`config.mk`:
```
export PLATFORM = sky130hd
export DESIGN_NAME = vtpg_cfg_ctrl
export DESIGN_NICKNAME = d
export VERILOG_FILES = /design/src/rtl/vtpg_cfg_ctrl.sv
export SDC_FILE = /design/constraint.sdc
export NUM_CORES = 1
export LEC_CHECK = 0
export CAP_MARGIN = 5
export CELL_PAD_IN_SITES_DETAIL_PLACEMENT = 0
export CELL_PAD_IN_SITES_GLOBAL_PLACEMENT = 1
export CORE_ASPECT_RATIO = 0.75
export CORE_UTILIZATION = 42
export CTS_CLUSTER_DIAMETER = 40
export DETAILED_ROUTE_END_ITERATION = 10
export PLACE_DENSITY = 0.92
export SLEW_MARGIN = 5
export SYNTH_ARGS = -nofsm -noshare
export SYNTH_HDL_FRONTEND = slang
export SYNTH_SLANG_ARGS = --single-unit
```
`constraint.sdc`:
```
create_clock -name clk -period 9.3 [get_ports clk]
set_input_delay 2.325 -clock clk [delete_from_list [all_inputs] [get_ports clk]]
set_output_delay 2.325 -clock clk [all_outputs]
set_load 0.05 [all_outputs]
```
`src/rtl/vtpg_cfg_ctrl.sv`:
```
// rtl/vtpg_cfg_ctrl.sv - shadow/active timing configuration controller for a video test pattern generator
//
// Purpose: holds ten shadow timing registers written over a simple write port,
// validates them on commit and copies them into the active set either at once
// (generator stopped) or at the next vertical sync rise (generator running),
// holding the generator in reset for two cycles around the update.
//
// Ports:
//   clk, rst                 clock, synchronous active-high reset
//   enable                   1 = generator runs, 0 = generator held in reset
//   cfg_wr/addr/wdata/ready  shadow register write (accepted on cfg_wr & cfg_ready)
//   commit                   request to apply shadow to active
//   vs_in                    vertical sync from generator
//   gen_rst_n                active-low generator reset
//   tHS_START..tV_END        active timing registers
//   pending                  commit waiting for frame boundary or applying
//   cfg_err                  one-cycle error pulse (bad address or invalid commit)
//   frame_cnt                frames started since the generator began running
module vtpg_cfg_ctrl #(
    parameter int H_BITS  = 12,
    parameter int V_BITS  = 12,
    parameter int FC_BITS = 16
) (
    input  logic               clk,
    input  logic               rst,
    input  logic               enable,
    input  logic               cfg_wr,
    input  logic [3:0]         cfg_addr,
    input  logic [15:0]        cfg_wdata,
    output logic               cfg_ready,
    input  logic               commit,
    input  logic               vs_in,
    output logic               gen_rst_n,
    output logic [H_BITS-1:0]  tHS_START,
    output logic [H_BITS-1:0]  tHS_END,
    output logic [H_BITS-1:0]  tHACT_START,
    output logic [H_BITS-1:0]  tHACT_END,
    output logic [H_BITS-1:0]  tH_END,
    output logic [V_BITS-1:0]  tVS_START,
    output logic [V_BITS-1:0]  tVS_END,
    output logic [V_BITS-1:0]  tVACT_START,
    output logic [V_BITS-1:0]  tVACT_END,
    output logic [V_BITS-1:0]  tV_END,
    output logic               pending,
    output logic               cfg_err,
    output logic [FC_BITS-1:0] frame_cnt
);

    localparam logic [1:0] ST_STOP  = 2'd0;
    localparam logic [1:0] ST_RUN   = 2'd1;
    localparam logic [1:0] ST_PEND  = 2'd2;
    localparam logic [1:0] ST_APPLY = 2'd3;

    localparam logic [H_BITS-1:0] H_DEF [5] = '{H_BITS'(10), H_BITS'(20), H_BITS'(40), H_BITS'(50), H_BITS'(60)};
    localparam logic [V_BITS-1:0] V_DEF [5] = '{V_BITS'(11), V_BITS'(21), V_BITS'(25), V_BITS'(35), V_BITS'(40)};

    logic [1:0]         state_q, state_d;
    logic [H_BITS-1:0]  sh_h_q [5], sh_h_d [5], act_h_q [5], act_h_d [5];
    logic [V_BITS-1:0]  sh_v_q [5], sh_v_d [5], act_v_q [5], act_v_d [5];
    logic               err_q, err_d;
    logic               vs_d_q, vs_d_d;
    logic               apply_cnt_q, apply_cnt_d;
    logic [FC_BITS-1:0] fc_q, fc_d;

    logic wr_ok, wr_bad, shadow_ok, commit_eval, vs_rise;

    assign gen_rst_n = (state_q == ST_RUN) || (state_q == ST_PEND);
    assign cfg_ready = (state_q == ST_STOP) || (state_q == ST_RUN);
    assign pending   = (state_q == ST_PEND) || (state_q == ST_APPLY);
    assign cfg_err   = err_q;
    assign frame_cnt = fc_q;
    assign vs_rise   = vs_in & ~vs_d_q;

    assign tHS_START   = act_h_q[0];
    assign tHS_END     = act_h_q[1];
    assign tHACT_START = act_h_q[2];
    assign tHACT_END   = act_h_q[3];
    assign tH_END      = act_h_q[4];
    assign tVS_START   = act_v_q[0];
    assign tVS_END     = act_v_q[1];
    assign tVACT_START = act_v_q[2];
    assign tVACT_END   = act_v_q[3];
    assign tV_END      = act_v_q[4];

    always_comb begin
        wr_ok  = cfg_wr & cfg_ready;
        wr_bad = wr_ok & (cfg_addr >= 4'd10);

        // Shadow next value includes a same-cycle write, so a commit
        // issued alongside a write validates and applies the new data.
        sh_h_d = sh_h_q;
        sh_v_d = sh_v_q;
        if (wr_ok && !wr_bad) begin
            if (cfg_addr < 4'd5) begin
                sh_h_d[cfg_addr[2:0]] = cfg_wdata[H_BITS-1:0];
            end else begin
                sh_v_d[3'(cfg_addr - 4'd5)] = cfg_wdata[V_BITS-1:0];
            end
        end

        shadow_ok = (sh_h_d[0] < sh_h_d[1]) && (sh_h_d[1] <= sh_h_d[4]) &&
                    (sh_h_d[2] < sh_h_d[3]) && (sh_h_d[3] <= sh_h_d[4]) &&
                    (sh_v_d[0] < sh_v_d[1]) && (sh_v_d[1] <= sh_v_d[4]) &&
                    (sh_v_d[2] < sh_v_d[3]) && (sh_v_d[3] <= sh_v_d[4]);

        // A RUN-state commit is dropped when enable falls in the same cycle.
        commit_eval = commit && ((state_q == ST_STOP) || (state_q == ST_RUN && enable));

        state_d     = state_q;
        act_h_d     = act_h_q;
        act_v_d     = act_v_q;
        err_d       = wr_bad;
        apply_cnt_d = apply_cnt_q;
        fc_d        = fc_q;

        case (state_q)
            ST_STOP: begin
                if (commit_eval) begin
                    if (shadow_ok) begin
                        act_h_d = sh_h_d;
                        act_v_d = sh_v_d;
                    end else begin
                        err_d = 1'b1;
                    end
                end
                if (enable) state_d = ST_RUN;
            end
            ST_RUN: begin
                if (vs_rise) fc_d = fc_q + 1'b1;
                if (commit_eval) begin
                    if (shadow_ok) state_d = ST_PEND;
                    else           err_d   = 1'b1;
                end
            end
            ST_PEND: begin
                if (vs_rise) begin
                    fc_d = fc_q + 1'b1;
                    if (enable) begin
                        state_d     = ST_APPLY;
                        act_h_d     = sh_h_q;
                        act_v_d     = sh_v_q;
                        apply_cnt_d = 1'b0;
                    end
                end
            end
            default: begin
                // APPLY lasts two cycles: counter 0 then 1.
                if (apply_cnt_q) state_d = ST_RUN;
                else             apply_cnt_d = 1'b1;
            end
        endcase

        if (!enable) state_d = ST_STOP;
        if (state_d == ST_STOP) fc_d = '0;

        vs_d_d = gen_rst_n ? vs_in : 1'b0;
    end

    always_ff @(posedge clk) begin
        if (rst) begin
            state_q     <= ST_STOP;
            sh_h_q      <= H_DEF;
            sh_v_q      <= V_DEF;
            act_h_q     <= H_DEF;
            act_v_q     <= V_DEF;
            err_q       <= 1'b0;
            vs_d_q      <= 1'b0;
            apply_cnt_q <= 1'b0;
            fc_q        <= '0;
        end else begin
            state_q     <= state_d;
            sh_h_q      <= sh_h_d;
            sh_v_q      <= sh_v_d;
            act_h_q     <= act_h_d;
            act_v_q     <= act_v_d;
            err_q       <= err_d;
            vs_d_q      <= vs_d_d;
            apply_cnt_q <= apply_cnt_d;
            fc_q        <= fc_d;
        end
    end

endmodule

```
==> metrics <==
synth warn 0; # resized after CTS 0; syn nets 1761; hpwl dp 28500 µm; relative slew slack 0.170; cell with the most instances after synthesis dfxtp_1; CP startpoint kind primary input; Clk network pwr share 0.485; Tightest Pin Transition 1240 ps; core area 31500 µm²; initial DRC count 1071; H-tree depth 2; RSZ-0062 raised after global routing false; critical-path cell list clkdlybuf4s50_1 -> inv_1 -> ha_1 -> nor4b_1 -> a2bb2oi_1 -> nor3_2 -> buf_4 -> mux2i_1 -> inv_1 -> ha_1 -> a222oi_1 -> nand2_1 -> nor4_1 -> o211ai_1 -> or4_4 -> o41ai_4 -> nand2_1 -> a211o_1; Post-synth EDFFs 0; fin worst setup slack 1250 ps; CP top delay family simple AND/OR/NAND/NOR gates; Most used DFF post-synth dfxtp_1; Worst Path Buf+Inv 4; f_max 124 MHz; max-slew violation count 0; Post-synth ARST share 0; Clock Path Buffers 3; clk_skew 23.9 ps; global-route wire length before repair 63600 µm; Synth top cells by count dfxtp_1, o21ai_0, a21oi_1; Post-Synth Simple-Gate Area 0.158; Final Hold Slack 465 ps; Finished Core Util 0.531; fraction of layout cells with a size suffix above 1 0.0712; vias in the first global route 11.2k; Critical Path AT 8460 ps; port bufs 161; P_sw 0.000937 W; nets 1854; clock slew at reported path FFs 60 ps; # IOs 166; Period minus WS final 8050 ps; Worst Hold Path Cells 1; hold_buf cts 0; Worst VDD drop 0.000163 V; number of antenna violations at the first check in global routing 1; Pleak 6.99 nW; CP max stage delay 670 ps; Switching Share 0.293; clock sink count 261; # diodes 0; instance count on the critical path 18; DRC Markers 0; critical path class in -> reg; Post-Synthesis Cells 1635; leading area contributor after synthesis dfxtp_1; initial core utilization 0.430; endpoints failing hold 0; Worst setup EP type flip-flop; die area 33000 µm²; Post-Synth Adder-Cell Area 0.0922; status finished clean; CTS buffer count 38; Placer Congestion 0.894; Setup Total Neg Slack 0 ps; CTS tree yes; worst reg2reg path depth 16; Synth cell types 59; CP required 9710 ps; MaxCap Viol Count 0; Via density 5.61; Yosys top cell area share 0.385; Seq pwr share 0.366; Seq/Total Area, Yosys 0.385; global route overflow 0; final WL 41100 µm; die width 210 µm; Fillers 2911; top post-synthesis cells by area dfxtp_1, mux2i_1, ha_1, o21ai_0, a21oi_1; largest net degree at the start of global routing 114; Skew-Pair Late Insertion Delay 540 ps; via count 12.1k; crit path max fanout 27; setup bufs post-CTS 0; mapped cell area 13600 µm²; dpl ws 728 ps; mux contribution to synthesized area 0.107; compound-cell area share of the yosys netlist 0.183; Synth Area in XOR/XNOR 0.00968; Root Buffer clkbuf_16; routed len/inst 19.0 µm; Chip Height 158 µm; largest family of logic cells by synthesized area compound AO/OA/AOI/OAI gates; Yosys reg bits 261; Final Cycle Share 0.866; layout overhead on the synthesized area 23.5%; Pwr Density 191 nW/µm²; antenna viol nets, final 0; R2R setup slack 3220 ps; syn_area_per_cell 8.30 µm²; GRT Total Usage 0.244; final setup fails 0; hold crit path type reg -> reg; num rows 56; logic gate share of total power 0.149; DR pass1 iterations 7; slowest cell on the critical path clkdlybuf4s50_1; Pint 0.00226 W
## cell type report
type	count	area, µm²	share of cell area
inverter	101	379	0.0226
timing repair buffer	181	1780	0.106
tap	406	508	0.0303
multi-input combinational	1145	7510	0.448
clock inverter	25	337	0.0201
sequential	261	5230	0.312
clock buffer	43	1020	0.0609
## logic make-up (layout without fill, tap and decap cells)
family | after synthesis | in the layout
XOR/XNOR | 15 | 15
multiplexers | 143 | 143
AND/OR/NAND/NOR | 458 | 458
adder cells (fa/ha/maj) | 100 | 100
AO/OA/AOI/OAI | 429 | 429
flip-flops | 261 | 261
buffers and inverters | 229 | 350
## stage by stage
stage          instance area, µm²  std cells  total power, W
4_1_cts                     16800       2162         0.00321
2_1_floorplan               13600       1635         0.00152
6_report                    16800       2162         0.00320
3_5_place_dp                15400       2094         0.00167
3_3_place_gp                15400       2094         0.00166
5_1_grt                     16800       2162         0.00330
## cell usage in the layout (no fill, tap or decap), types with 5 or more instances in the layout
cell type / netlist / routed
ha_1: 100 / 99
a21o_1: 9 / 9
bufinv_16: 0 / 6
or3_1: 6 / 6
nor3_1: 40 / 38
nand2_1: 117 / 117
a211oi_1: 6 / 6
nand2b_1: 21 / 21
a21oi_1: 147 / 147
o21ai_0: 193 / 192
nand4_1: 26 / 26
inv_1: 101 / 101
mux2i_1: 130 / 130
nand3_1: 100 / 100
buf_4: 1 / 19
dfxtp_1: 261 / 261
nor2_1: 110 / 110
nor2b_1: 10 / 10
clkbuf_16: 0 / 39
mux2_2: 13 / 13
clkinvlp_4: 0 / 6
xor2_1: 12 / 12
or2_2: 9 / 9
clkdlybuf4s50_1: 0 / 160
a31oi_1: 5 / 5
o211ai_1: 9 / 9
a211o_1: 30 / 30
inv_6: 0 / 7
nor4_1: 5 / 5
## power groups by stage
stage / logic, W / registers [W] / clock network [W]
after floorplan: 0.000240 / 0.00128 / 0
after CTS: 0.000475 / 0.00117 / 0.00157
after detailed placement: 0.000473 / 0.00119 / 0
after global placement: 0.000465 / 0.00120 / 0
final: 0.000478 / 0.00117 / 0.00155
after global routing: 0.000510 / 0.00117 / 0.00162
## layer usage
layer	global-route usage	wire length, µm	vias up
li1	-	-	5950
met3	0.0472	2880	42
met4	0.0514	537	0
met5	0	0	-
met2	0.343	16300	376
met1	0.378	21400	5763
## worst register-to-register path, stage by stage (launching register included)
cell	delay [ps]
dfxtp_1	360
inv_1	160
ha_1	480
o21ai_2	190
nor2_1	320
nand3b_1	500
buf_4	370
mux2i_1	320
ha_1	320
nand4_1	240
nor3_1	120
nor4_1	290
o211ai_1	140
or4_4	600
o41ai_4	430
nand2_1	610
a211o_1	490
## path summary, 6_finish.rpt
check	startpoint	endpoint
setup / recovery	cfg_addr[0]	tHACT_END[5]
hold / removal	tVACT_START[4]	tVACT_START[4]
setup reg to reg	state_q[0]	tHACT_END[5]
hold reg to reg	tVACT_START[4]	tVACT_START[4]
(Power assumes the default switching activity.)
